--- src/rtl/ps2_pkg.sv ---
`default_nettype none
// ----------------------------------------------------------------
// ps2_pkg : state encoding and constants shared by the PS/2 host TX
// Rev 1.0
// ----------------------------------------------------------------
package ps2_pkg;

  typedef enum logic [2:0] {
    ST_IDLE    = 3'd0,
    ST_INHIBIT = 3'd1,
    ST_REQ     = 3'd2,
    ST_SHIFT   = 3'd3,
    ST_ACK     = 3'd4,
    ST_RELEASE = 3'd5
  } ps2_state_t;

  localparam logic [7:0] CMD_SET_LED = 8'hED;
  localparam logic [7:0] CMD_RESET   = 8'hFF;
  localparam logic [7:0] CMD_ENABLE  = 8'hF4;

  // data bits, parity and stop are each launched on their own falling edge
  localparam logic [3:0] FRAME_EDGES = 4'd10;

  function automatic logic odd_parity(input logic [7:0] b);
    return ~^b;
  endfunction

endpackage
`default_nettype wire

--- src/rtl/ps2_sync.sv ---
`default_nettype none
// ----------------------------------------------------------------
// ps2_sync : 2-flop pad synchronizer with falling-edge detect
// Rev 1.0
// ----------------------------------------------------------------
module ps2_sync (
  input  logic clk,
  input  logic rst,
  input  logic pad_in,
  output logic level,
  output logic fall
);
  import ps2_pkg::*;

  logic meta;
  logic sync;
  logic prev;

  // idle PS/2 lines are pulled high, so all stages reset to 1
  always_ff @(posedge clk) begin
    if (!rst) begin
      meta <= 1'b1;
      sync <= 1'b1;
      prev <= 1'b1;
    end else begin
      meta <= pad_in;
      sync <= meta;
      prev <= sync;
    end
  end

  assign level = sync;
  assign fall  = prev & ~sync;

endmodule
`default_nettype wire

--- src/rtl/ps2_host_tx.sv ---
`default_nettype none
// ----------------------------------------------------------------
// ps2_host_tx : PS/2 host-to-device command transmitter
// Option macro PS2_HOST_TX_RETRY_EN adds one automatic retry. Rev 1.0
// ----------------------------------------------------------------
module ps2_host_tx #(
  parameter int INHIBIT_CYC = 12000,
  parameter int TIMEOUT_CYC = 2000000
) (
  input  logic       clk,
  input  logic       rst,
  input  logic       tx_valid,
  input  logic [7:0] tx_data,
  output logic       tx_ready,
  input  logic       ps2_clk_in,
  input  logic       ps2_data_in,
  output logic       ps2_clk_oe,
  output logic       ps2_data_oe,
  output logic       busy,
  output logic       done,
  output logic       err
);
  import ps2_pkg::*;

  localparam int INH_W = (INHIBIT_CYC > 1) ? $clog2(INHIBIT_CYC) : 1;
  localparam int TMO_W = (TIMEOUT_CYC > 1) ? $clog2(TIMEOUT_CYC) : 1;
  localparam logic [INH_W-1:0] INH_LAST = INH_W'(INHIBIT_CYC - 1);
  localparam logic [TMO_W-1:0] TMO_LAST = TMO_W'(TIMEOUT_CYC - 1);

  logic clk_level;
  logic clk_fall;
  logic data_level;
  logic data_fall_unused;

  ps2_sync u_sync_clk (
    .clk    (clk),
    .rst    (rst),
    .pad_in (ps2_clk_in),
    .level  (clk_level),
    .fall   (clk_fall)
  );

  ps2_sync u_sync_data (
    .clk    (clk),
    .rst    (rst),
    .pad_in (ps2_data_in),
    .level  (data_level),
    .fall   (data_fall_unused)
  );

  ps2_state_t       state, state_n;
  logic [INH_W-1:0] inh_cnt, inh_cnt_n;
  logic [TMO_W-1:0] tmo_cnt, tmo_cnt_n;
  logic [3:0]       edge_cnt, edge_cnt_n;
  logic [7:0]       data_q, data_n;
  logic             par_q, par_n;
  logic             clk_oe_n, data_oe_n, done_n, err_n;
  logic             tmo_hit, fail, restart;
`ifdef PS2_HOST_TX_RETRY_EN
  logic             retried, retried_n;
`endif

  assign tmo_hit  = (tmo_cnt == TMO_LAST);
  assign tx_ready = (state == ST_IDLE);
  assign busy     = ~tx_ready;

  always_comb begin
    state_n    = state;
    inh_cnt_n  = inh_cnt;
    tmo_cnt_n  = tmo_cnt;
    edge_cnt_n = edge_cnt;
    data_n     = data_q;
    par_n      = par_q;
    clk_oe_n   = ps2_clk_oe;
    data_oe_n  = ps2_data_oe;
    done_n     = 1'b0;
    err_n      = 1'b0;
    fail       = 1'b0;
    restart    = 1'b0;
`ifdef PS2_HOST_TX_RETRY_EN
    retried_n  = retried;
`endif

    case (state)
      ST_IDLE: begin
        if (tx_valid) begin
          data_n  = tx_data;
          par_n   = odd_parity(tx_data);
          restart = 1'b1;
`ifdef PS2_HOST_TX_RETRY_EN
          retried_n = 1'b0;
`endif
        end
      end
      ST_INHIBIT: begin
        if (inh_cnt == INH_LAST) begin
          state_n    = ST_REQ;
          clk_oe_n   = 1'b0;
          data_oe_n  = 1'b1;
          tmo_cnt_n  = '0;
          edge_cnt_n = '0;
        end else begin
          inh_cnt_n = inh_cnt + INH_W'(1);
        end
      end
      ST_REQ, ST_SHIFT: begin
        if (tmo_hit) begin
          fail = 1'b1;
        end else begin
          tmo_cnt_n = tmo_cnt + TMO_W'(1);
          if (clk_fall) begin
            edge_cnt_n = edge_cnt + 4'd1;
            if (edge_cnt < 4'd8)
              data_oe_n = ~data_q[edge_cnt[2:0]];
            else if (edge_cnt == 4'd8)
              data_oe_n = ~par_q;
            else
              data_oe_n = 1'b0;
            state_n = (edge_cnt_n == FRAME_EDGES) ? ST_ACK : ST_SHIFT;
          end
        end
      end
      ST_ACK: begin
        if (tmo_hit) begin
          fail = 1'b1;
        end else begin
          tmo_cnt_n = tmo_cnt + TMO_W'(1);
          if (clk_fall) begin
            if (!data_level)
              state_n = ST_RELEASE;
            else
              fail = 1'b1;
          end
        end
      end
      ST_RELEASE: begin
        if (tmo_hit) begin
          fail = 1'b1;
        end else begin
          tmo_cnt_n = tmo_cnt + TMO_W'(1);
          if (clk_level && data_level) begin
            done_n  = 1'b1;
            state_n = ST_IDLE;
          end
        end
      end
      default: begin
        state_n   = ST_IDLE;
        clk_oe_n  = 1'b0;
        data_oe_n = 1'b0;
      end
    endcase

    // failures free both lines first; a retry then re-inhibits the bus
    if (fail) begin
      clk_oe_n  = 1'b0;
      data_oe_n = 1'b0;
`ifdef PS2_HOST_TX_RETRY_EN
      if (!retried) begin
        retried_n = 1'b1;
        restart   = 1'b1;
      end else begin
        err_n   = 1'b1;
        state_n = ST_IDLE;
      end
`else
      err_n   = 1'b1;
      state_n = ST_IDLE;
`endif
    end

    if (restart) begin
      state_n   = ST_INHIBIT;
      clk_oe_n  = 1'b1;
      data_oe_n = 1'b0;
      inh_cnt_n = '0;
    end
  end

  always_ff @(posedge clk) begin
    if (!rst) begin
      state       <= ST_IDLE;
      inh_cnt     <= '0;
      tmo_cnt     <= '0;
      edge_cnt    <= '0;
      data_q      <= '0;
      par_q       <= 1'b0;
      ps2_clk_oe  <= 1'b0;
      ps2_data_oe <= 1'b0;
      done        <= 1'b0;
      err         <= 1'b0;
`ifdef PS2_HOST_TX_RETRY_EN
      retried     <= 1'b0;
`endif
    end else begin
      state       <= state_n;
      inh_cnt     <= inh_cnt_n;
      tmo_cnt     <= tmo_cnt_n;
      edge_cnt    <= edge_cnt_n;
      data_q      <= data_n;
      par_q       <= par_n;
      ps2_clk_oe  <= clk_oe_n;
      ps2_data_oe <= data_oe_n;
      done        <= done_n;
      err         <= err_n;
`ifdef PS2_HOST_TX_RETRY_EN
      retried     <= retried_n;
`endif
    end
  end

endmodule
`default_nettype wire

--- config.mk ---
export PLATFORM = sky130hd
export DESIGN_NAME = ps2_host_tx
export DESIGN_NICKNAME = d
export VERILOG_FILES = /design/src/rtl/ps2_pkg.sv /design/src/rtl/ps2_sync.sv /design/src/rtl/ps2_host_tx.sv
export SDC_FILE = /design/constraint.sdc
export NUM_CORES = 1
export LEC_CHECK = 0
export CORE_ASPECT_RATIO = 0.6
export CORE_MARGIN = 10
export CORE_UTILIZATION = 54
export DETAILED_ROUTE_END_ITERATION = 10
export HOLD_SLACK_MARGIN = 0.05
export PLACE_DENSITY = 0.74
export SYNTH_ARGS = -nofsm -noshare
export SYNTH_HDL_FRONTEND = slang
export SYNTH_SLANG_ARGS = --single-unit
export TNS_END_PERCENT = 1
--- constraint.sdc ---
create_clock -name clk -period 4.88 [get_ports clk]
set_input_delay 0.976 -clock clk [delete_from_list [all_inputs] [get_ports clk]]
set_output_delay 0.976 -clock clk [all_outputs]
set_load 0.05 [all_outputs]
==> results of run 1 <==
==> synthesized netlist by cell type (2+ instances only) <==
library cell / instances / share of area
a21oi_1: 16 / 0.027
buf_1: 2 / 0.0025
ha_1: 5 / 0.021
o21a_1: 3 / 0.0075
or3_1: 6 / 0.013
nand2b_1: 8 / 0.017
mux2i_1: 5 / 0.017
clkbuf_1: 13 / 0.016
nand2_1: 43 / 0.054
nor2_1: 41 / 0.052
inv_1: 9 / 0.011
and2_1: 2 / 0.0042
o2111ai_1: 2 / 0.0059
a211oi_1: 2 / 0.0050
nor4_1: 2 / 0.0042
a21boi_0: 11 / 0.028
dfxtp_1: 60 / 0.40
or4b_2: 2 / 0.0067
and4_1: 2 / 0.0059
xnor2_1: 23 / 0.068
a22oi_1: 2 / 0.0050
o211a_1: 3 / 0.010
and3_1: 6 / 0.013
nor3b_1: 4 / 0.010
o211ai_1: 2 / 0.0050
nor2b_1: 5 / 0.010
o21ai_0: 7 / 0.012
nor3_1: 2 / 0.0034
a2111oi_0: 4 / 0.012
xor2_1: 12 / 0.035
or4_1: 3 / 0.0075
nand4_1: 12 / 0.025
nand3_1: 15 / 0.025
==> routing by layer <==
metal	track usage	wire length, um	vias to the layer above
met5	0	0	-
met4	0.0522	89	0
met3	0.0607	276	9
met2	0.203	2580	52
met1	0.198	3230	1165
li1	-	-	1252
==> path summary, 6_finish.rpt <==
path / from / endpoint / slack, ns / cells after the start
worst min-delay path: u_sync_clk.meta / u_sync_clk.level / 0.43 / 1
worst min register to register: u_sync_clk.meta / u_sync_clk.level / 0.43 / 1
worst max register to register: inh_cnt[5] / tmo_cnt[13] / 1.99 / 6
worst max-delay path: state[2] / tx_ready / 1.81 / 3
==> per-stage QoR <==
| step | cells | total power (W) | worst slack, ns | instance area, um2 |
|---|---|---|---|---|
| 3_3_place_gp | 418 | 0.000818 | 1.96 | 3170 |
| 2_1_floorplan | 351 | 0.000753 | 2.39 | 2980 |
| 3_5_place_dp | 418 | 0.000821 | 1.88 | 3170 |
| 4_1_cts | 434 | 0.00128 | 1.78 | 3370 |
| 6_report | 434 | 0.00127 | 1.81 | 3370 |
| 5_1_grt | 434 | 0.00133 | 1.72 | 3370 |
==> logic make-up (layout without fill, tap and decap cells) <==
kind of cell	count (synthesis)	in the layout	share of synthesized area
simple gates	159	159	0.271
compound gates	60	60	0.148
flops	60	60	0.403
xor+xnor	35	35	0.103
buf+inv	27	44	0.0382
fa+ha+maj	5	5	0.0210
mux	5	5	0.0168
==> final cells by class <==
type / count / area share
Multi-Input combinational cell: 264 / 0.495
Inverter: 9 / 0.0100
Sequential cell: 60 / 0.356
Timing Repair Buffer: 19 / 0.0557
Clock inverter: 1 / 0.00891
Clock buffer: 15 / 0.0494
Tap cell: 66 / 0.0245
==> flip-flops by register name (all words and copies together) (netlist names) <==
signal,flops
tmo_cnt,21
inh_cnt,14
data_q,8
edge_cnt,4
state,3
done,1
err,1
par_q,1
ps2_clk_oe,1
ps2_data_oe,1
u_sync_clk.level,1
u_sync_clk.meta,1
u_sync_clk.prev,1
u_sync_data.level,1
u_sync_data.meta,1
==> worst reg2reg max path, delay by kind of cell (launching register included) <==
kind,cells,cell delay [ns]
flip-flops,1,0.34
AND/OR/NAND/NOR,4,1.66
AO/OA/AOI/OAI,2,0.81
==> power groups by stage <==
| stage | logic, W | registers [W] | clock network (W) |
|---|---|---|---|
| after global placement | 0.000260 | 0.000557 | 0 |
| after global routing | 0.000291 | 0.000553 | 0.000490 |
| after floorplan | 0.000198 | 0.000556 | 0 |
| after detailed placement | 0.000264 | 0.000557 | 0 |
| final | 0.000265 | 0.000548 | 0.000454 |
| after CTS | 0.000266 | 0.000547 | 0.000463 |
==> impl_metrics.py, run 1 <==
metrics = {
    "status": {
        "status": "finished, final reports clean",
    },
    "synthesis": {
        "synth_top_flop_cell": "dfxtp_1",
        "yosys_warnings": 0,
        "syn_inst": 351,
        "syn-num-nets": 369,
        "synthArstFlopShare": 0,
        "avgSynthCellArea_um2": 8.50,
        "synth_edf_count": 0,
        "synth_seq_cells": 60,
        "ys_types": 50,
        "synth-seq-area-share": 0.403,
        "syn_area_mm2": 0.00298,
    },
    "finish": {
        "syn2layout_area_growth_pct": 13.0,
        "utilization": 0.648,
        "drive_gt1_frac": 0.0543,
        "ff_latch_area_mm2": 0.00120,
        "final_cell_mix": "dfxtp_1, nand2_1, nor2_1",
        "multiInputGateArea_mm2": 0.00167,
        "final_common_cell": "dfxtp_1",
        "final_nets": 381,
        "fillerInstances": 451,
        "antennaDiodeCount": 0,
    },
    "setup_path": {
        "cpMaxStageDelayCell": "clkdlybuf4s50_1",
        "crit_family": "buffers and inverters",
        "required_ns": 3.90,
        "startpoint_type": "flip-flop",
        "crit_fanout": 13,
        "endpoint_kind": "primary output",
        "crit_chain": "or3_1, inv_1, clkdlybuf4s50_1",
        "critPathArrivalTime_ns": 2.09,
        "critPathKind": "reg -> out",
        "max_stage_delay_ns": 0.81,
        "cp_num_buf_inv": 2,
    },
    "die": {
        "ios": 19,
        "die_x_um": 116,
        "num_rows": 20,
        "dieHeight_um": 77.6,
        "coreArea_mm2": 0.00520,
        "initial_core_util": 0.573,
        "dieArea_mm2": 0.00900,
    },
    "sta": {
        "finalSetupTns_ns": 0,
        "hold_slack_ns": 0.427,
        "rsz0062_at_grt": "no",
        "finalHoldViolations": 0,
        "fmax_ghz": 0.326,
        "fin_crit_sh": 0.629,
        "max_slew_margin": 0.490,
        "period_minus_slack_ns": 3.07,
        "skew_ns": 0.00965,
        "drv_slew": 0,
        "setup_violations": 0,
        "worst_slew_pin_slew_ns": 0.764,
    },
    "detailed_routing": {
        "dr_total_vias": 2478,
        "vias_per_cell": 5.71,
        "wl_mm": 6.18,
        "detail_route.wl_per_cell_um": 14.2,
        "drt_iter0_drc": 184,
        "ant_nets": 0,
        "dr.pass1.iters": 4,
        "drc_errors": 0,
    },
    "grt": {
        "grt_first_pass_wirelength_mm": 10.8,
        "overflow": 0,
        "grt_util_all_layers": 0.147,
        "grt_pass1_vias": 2309,
        "grt_max_degree": 28,
        "antenna_found_initial": 0,
    },
    "pwr": {
        "vdd_ir_drop_max_mv": 0.243,
        "p_per_area_mw_per_mm2": 376,
        "power_switching_w": 0.000384,
        "p_comb_frac": 0.209,
        "p_int_w": 0.000883,
        "seqPwrFrac": 0.433,
        "power_leakage_nw": 1.18,
        "p_sw_frac": 0.303,
        "clockPowerShare": 0.358,
    },
    "cts": {
        "cts-root-buf": "clkbuf_8",
        "cts_resized": 0,
        "clockBufferDepth": 2,
        "clkLatencyLatePin_ns": 0.35,
        "htree_levels": 3,
        "cts.sinks": 60,
        "cts_hold_buf": 0,
        "path_clk_slew_ns": 0.06,
        "cts_tree": "done",
        "numCtsBuffers": 9,
        "post_cts_buffers": 0,
    },
    "placement": {
        "gp_congestion": 0.853,
        "port_buffers": 18,
        "place_hpwl_mm": 4.18,
    },
    "hold_path": {
        "hp-class": "reg -> reg",
    },
    "run": {
        "maxCapViolCount": 0,
    },
}
(Power assumes the default switching activity.)
==> inputs of run 2 (changes only) <==
--- a/config.mk
+++ b/config.mk
@@ -7,10 +7,10 @@
 export LEC_CHECK = 0
 export CORE_ASPECT_RATIO = 0.6
 export CORE_MARGIN = 10
-export CORE_UTILIZATION = 54
+export CORE_UTILIZATION = 53
 export DETAILED_ROUTE_END_ITERATION = 10
 export HOLD_SLACK_MARGIN = 0.05
-export PLACE_DENSITY = 0.74
+export PLACE_DENSITY = 0.75
 export SYNTH_ARGS = -nofsm -noshare
 export SYNTH_HDL_FRONTEND = slang
 export SYNTH_SLANG_ARGS = --single-unit
==> constraint.sdc (replaced) <==
create_clock -name clk -period 2.6 [get_ports clk]
set_input_delay 0.52 -clock clk [delete_from_list [all_inputs] [get_ports clk]]
set_output_delay 0.52 -clock clk [all_outputs]
set_load 0.05 [all_outputs]
==> run 2 against run 1 <==
Effect of this change:
- sequential power increased by 88%
- first-iteration DRC count rose by 14%
- flip-flop and latch count unchanged
- hold slack got worse by 0.020 ns
- global-route usage down 0.070 points
==> impl_metrics.py, run 2 (synthesis results as in run 1) <==
metrics = {
    "status": {
        "status": "finished, final reports clean",
    },
    "cts": {
        "clockBufferDepth": 2,
        "path_clk_slew_ns": 0.07,
        "cts.sinks": 60,
        "numCtsBuffers": 9,
        "clkLatencyLatePin_ns": 0.34,
        "htree_levels": 3,
        "cts_hold_buf": 0,
        "cts_tree": "done",
        "cts-root-buf": "clkbuf_8",
    },
    "run": {
        "maxCapViolCount": 0,
    },
    "finish": {
        "final_cell_mix": "dfxtp_1, nand2_1, nor2_1",
        "stdcell_count": 444,
        "reg_top3": "tmo_cnt x21, inh_cnt x14, data_q x8",
        "final_common_cell": "dfxtp_1",
        "regMostFlops": "tmo_cnt",
        "final_nets": 388,
        "largest_register_ffs": 21,
        "antennaDiodeCount": 0,
        "syn2layout_area_growth_pct": 14.5,
        "final_area_mm2": 0.00342,
        "drive_gt1_frac": 0.0853,
    },
    "sta": {
        "rsz0062_at_grt": "no",
        "fin_crit_sh": 0.938,
        "max_slew_margin": 0.640,
        "period_minus_slack_ns": 2.44,
        "finalHoldViolations": 0,
        "fmax_ghz": 0.410,
        "drv_slew": 0,
        "skew_ns": 0.00821,
        "finalSetupTns_ns": 0,
        "setup_violations": 0,
        "worst_slew_pin_slew_ns": 0.527,
    },
    "die": {
        "ios": 19,
        "dieArea_mm2": 0.00913,
        "initial_core_util": 0.541,
        "die_x_um": 117,
        "dieHeight_um": 78.1,
        "num_rows": 21,
        "coreArea_mm2": 0.00552,
    },
    "detailed_routing": {
        "dr_total_vias": 2460,
        "top_layer_used": "met4",
        "drt_iter0_drc": 209,
        "detail_route.wl_per_cell_um": 13.9,
        "wl_met1_mm": 3.21,
        "ant_nets": 0,
        "dr.pass1.iters": 4,
        "wl_met2_mm": 2.54,
        "wl_met3_um": 387,
        "wl_mm": 6.19,
        "vias_per_cell": 5.54,
        "drc_errors": 0,
    },
    "pwr": {
        "seqPwrFrac": 0.443,
        "p_comb_frac": 0.221,
        "p_sw_frac": 0.313,
        "clockPowerShare": 0.336,
        "vdd_ir_drop_max_mv": 0.288,
        "power_leakage_nw": 1.22,
        "power_switching_w": 0.000727,
        "p_int_w": 0.00159,
        "p_per_area_mw_per_mm2": 679,
    },
    "setup_path": {
        "r2r_cells": 7,
        "crit_chain": "or3_1, clkdlybuf4s50_1",
        "startpoint_type": "flip-flop",
        "cp.depth": 2,
        "max_stage_delay_ns": 0.81,
        "critPathArrivalTime_ns": 1.92,
        "timing.rr.start": "tmo_cnt[8]",
        "crit_family": "buffers and inverters",
        "required_ns": 2.08,
        "reg2reg_slack_ns": 0.16,
        "critPathKind": "reg -> out",
        "r2r_end": "tmo_cnt[2]",
        "cpMaxStageDelayCell": "clkdlybuf4s50_1",
        "endpoint_kind": "primary output",
        "cp_num_buf_inv": 1,
        "crit_fanout": 13,
    },
    "grt": {
        "antenna_found_initial": 0,
        "grt_util_all_layers": 0.146,
        "grt_first_pass_wirelength_mm": 10.9,
        "grt_max_degree": 27,
        "overflow": 0,
        "grt_pass1_vias": 2297,
    },
    "hold_path": {
        "hp-class": "reg -> reg",
        "hold_depth": 1,
        "min_from": "u_sync_data.meta",
        "hold_path_end": "u_sync_data.level",
    },
    "placement": {
        "place_hpwl_mm": 4.44,
        "dpl_cell_area_mm2": 0.00323,
        "port_buffers": 18,
        "gp_congestion": 0.867,
        "dp.cells": 428,
    },
}
-- run 2: cell count changes in the layout (fill, tap and decap cells not counted) --
cell / before / now
clkbuf_1: 4 / 0
bufinv_16: 1 / 0
a2111oi_0: 4 / 3
clkdlybuf4s50_1: 18 / 17
clkinv_2: 0 / 3
clkinvlp_4: 0 / 1
clkbuf_8: 11 / 12
a2111oi_1: 0 / 1
buf_4: 1 / 9
-- run 2: how the worst max path moves through the flow --
stage	startpoint	to	slack [ns]
global route	inh_cnt[5]	tmo_cnt[15]	0.03
CTS	state[2]	busy	0.14
global placement	tmo_cnt[8]	tmo_cnt[2]	0.23
floorplan	state[2]	inh_cnt[11]	0.27
finish	state[2]	busy	0.16
detailed placement	tmo_cnt[8]	tmo_cnt[2]	0.19
-- run 2: stage by stage --
stage	setup WS, ns	total power (W)	utilization	hold slack [ns]
floorplan	0.268	0.00141	-	0.386
global placement	0.225	0.00156	0.585	0.392
detailed placement	0.194	0.00156	0.585	0.393
CTS	0.143	0.00235	0.619	0.405
global route	0.0270	0.00245	0.619	0.417
finish	0.162	0.00232	0.619	0.406
-- run 2: cell type report --
cell class              count  area, um2
clock buffers              12        165
clock inverters             4       22.5
fillers                   493       2100
inverters                   9       33.8
multi-input cells         264       1670
flip-flops and latches     60       1200
well taps                  69       86.3
repair buffers             26        238
-- run 2: metal layers --
metal,track usage,vias up
li1,-,1259
met1,0.201,1136
met4,0.0504,0
met2,0.200,60
met5,0,-
met3,0.0585,5
-- run 2: power groups by stage --
stage | logic, W | clock network [W] | registers, W
floorplan | 0.000371 | 0 | 0.00104
global placement | 0.000511 | 0 | 0.00105
detailed placement | 0.000514 | 0 | 0.00105
CTS | 0.000516 | 0.000806 | 0.00103
global route | 0.000561 | 0.000851 | 0.00104
finish | 0.000513 | 0.000779 | 0.00103
-- run 2: timing repair --
action	in CTS	in global routing
resized for setup	0	1
hold endpoints to repair	0	0
setup endpoints to repair	0	1
buffers inserted	0	0
==> inputs of run 3 (changes only) <==
--- a/config.mk
+++ b/config.mk
@@ -7,10 +7,10 @@
 export LEC_CHECK = 0
 export CORE_ASPECT_RATIO = 0.6
 export CORE_MARGIN = 10
-export CORE_UTILIZATION = 53
+export CORE_UTILIZATION = 54
 export DETAILED_ROUTE_END_ITERATION = 10
 export HOLD_SLACK_MARGIN = 0.05
-export PLACE_DENSITY = 0.75
+export PLACE_DENSITY = 0.74
 export SYNTH_ARGS = -nofsm -noshare
 export SYNTH_HDL_FRONTEND = slang
 export SYNTH_SLANG_ARGS = --single-unit
==> constraint.sdc (replaced) <==
create_clock -name clk -period 2.5 [get_ports clk]
set_input_delay 0.5 -clock clk [delete_from_list [all_inputs] [get_ports clk]]
set_output_delay 0.5 -clock clk [all_outputs]
set_load 0.05 [all_outputs]
==> run 3 against run 2 <==
Effect of this change:
- core utilization increased by 5.2 points
- critical path depth up 4
- setup slack got worse by 0.093 ns
- first-iteration DRC count up 2.9%
- final cell count rose by 0.45%
- critical path type is now reg -> reg
- critical endpoint is now tmo_cnt[9]
==> impl_metrics.py, run 3 (synthesis results as in run 1) <==
metrics = {
    "status": {
        "status": "finished, final reports clean",
    },
    "sta": {
        "drv_slew": 0,
        "rsz0062_at_grt": "yes",
        "worst_slew_pin_slew_ns": 0.530,
        "fmax_ghz": 0.411,
        "skew_ns": 0.00917,
        "max_slew_margin": 0.637,
        "fin_ws_ns": 0.0692,
        "finalHoldViolations": 0,
        "fin_crit_sh": 0.972,
        "setup_violations": 0,
        "period_minus_slack_ns": 2.43,
    },
    "finish": {
        "drive_gt1_frac": 0.0974,
        "final_cell_mix": "dfxtp_1, nand2_1, nor2_1",
        "reg_top3": "tmo_cnt x21, inh_cnt x14, data_q x8",
        "fillerInstances": 427,
        "stdcell_count": 446,
        "syn2layout_area_growth_pct": 17.1,
        "final_common_cell": "dfxtp_1",
        "ff_latch_area_mm2": 0.00120,
        "antennaDiodeCount": 0,
        "final_nets": 393,
        "largest_register_ffs": 21,
        "regMostFlops": "tmo_cnt",
        "multiInputGateArea_mm2": 0.00167,
    },
    "cts": {
        "post_cts_buffers": 0,
        "numCtsBuffers": 9,
        "cts-root-buf": "clkbuf_8",
        "clockBufferDepth": 2,
        "cts_tree": "done",
        "cts_hold_buf": 0,
        "path_clk_slew_ns": 0.06,
        "clkLatencyLatePin_ns": 0.35,
        "htree_levels": 3,
        "cts.sinks": 60,
        "cts_resized": 0,
    },
    "die": {
        "die_x_um": 116,
        "coreArea_mm2": 0.00520,
        "initial_core_util": 0.573,
        "dieArea_mm2": 0.00900,
        "num_rows": 20,
        "dieHeight_um": 77.6,
        "ios": 19,
    },
    "detailed_routing": {
        "ant_nets": 0,
        "drt_iter0_drc": 215,
        "vias_per_cell": 5.59,
        "wl_mm": 6.57,
        "dr.pass1.iters": 6,
        "detail_route.wl_per_cell_um": 14.7,
        "drc_errors": 0,
        "dr_total_vias": 2491,
    },
    "run": {
        "maxCapViolCount": 0,
    },
    "placement": {
        "gp_congestion": 0.853,
        "port_buffers": 18,
        "place_hpwl_mm": 4.62,
        "pre_cts_slack_ns": 0.0782,
        "dp.cells": 430,
    },
    "grt": {
        "overflow": 0,
        "grt_util_all_layers": 0.150,
        "antenna_found_initial": 0,
        "grt_max_degree": 27,
        "grt_first_pass_wirelength_mm": 11.2,
        "grt_pass1_vias": 2417,
    },
    "setup_path": {
        "crit_fanout": 11,
        "critPathKind": "reg -> reg",
        "endpoint_kind": "flip-flop",
        "required_ns": 2.73,
        "critPathArrivalTime_ns": 2.66,
        "startpoint_type": "flip-flop",
    },
    "pwr": {
        "seqPwrFrac": 0.425,
        "p_per_area_mw_per_mm2": 720,
        "power_switching_w": 0.000772,
        "power_leakage_nw": 1.27,
        "vdd_ir_drop_max_mv": 0.397,
        "p_comb_frac": 0.220,
        "p_sw_frac": 0.307,
        "p_int_w": 0.00174,
        "clockPowerShare": 0.355,
    },
    "hold_path": {
        "hp-class": "reg -> reg",
    },
}
[run 3: changes by cell type in the layout (fill, tap and decap cells not counted), sizes merged]
| cell | before | now |
|---|---|---|
| clkinv | 3 | 2 |
| buf | 9 | 14 |
| dlymetal6s2s | 0 | 1 |
| clkdlybuf4s50 | 17 | 16 |
| bufinv | 0 | 1 |
[run 3: worst paths after layout]
check             startpoint  depth (start not counted)  slack, ns               end
max               tmo_cnt[8]                          6       0.07        tmo_cnt[9]
max reg2reg       tmo_cnt[8]                          6       0.07        tmo_cnt[9]
min reg2reg  u_sync_clk.meta                          1       0.41  u_sync_clk.level
min          u_sync_clk.meta                          1       0.41  u_sync_clk.level
[run 3: metrics by stage]
stage	cell area [um2]	TNS [ns]	util	hold WS (ns)	power [W]
global placement	3290	0	0.631	0.390	0.00163
finish	3500	0	0.672	0.408	0.00252
CTS	3490	0	0.670	0.412	0.00252
global route	3500	-0.0451	0.672	0.423	0.00263
floorplan	2980	0	-	0.386	0.00147
detailed placement	3290	0	0.631	0.396	0.00164
[run 3: layout make-up]
cell class,count,share of cell area
Sequential cell,60,0.344
Multi-Input combinational cell,264,0.478
Clock buffer,12,0.0444
Timing Repair Buffer,31,0.0866
Inverter,9,0.00966
Clock inverter,4,0.0136
Tap cell,66,0.0236
[run 3: per-layer routing]
metal / track usage / part of all wire
met1: 0.206 / 0.50
met3: 0.0499 / 0.074
met4: 0.0560 / 0.014
met2: 0.212 / 0.41
met5: 0 / 0
[run 3: power by group through the flow]
stage	Clock [W]	Combinational (W)	Sequential, W
2_1_floorplan	0	0.000386	0.00108
3_3_place_gp	0	0.000543	0.00109
3_5_place_dp	0	0.000550	0.00109
4_1_cts	0.000902	0.000554	0.00107
5_1_grt	0.000943	0.000606	0.00108
6_report	0.000892	0.000554	0.00107
[run 3: critical path, stage by stage (launching register included)]
cell and delay (ns):
dfxtp_2 0.35, or4b_2 0.69, or4_4 0.50, o22ai_4 0.17
a2111o_1 0.37, xor2_1 0.19, nor2_1 0.05
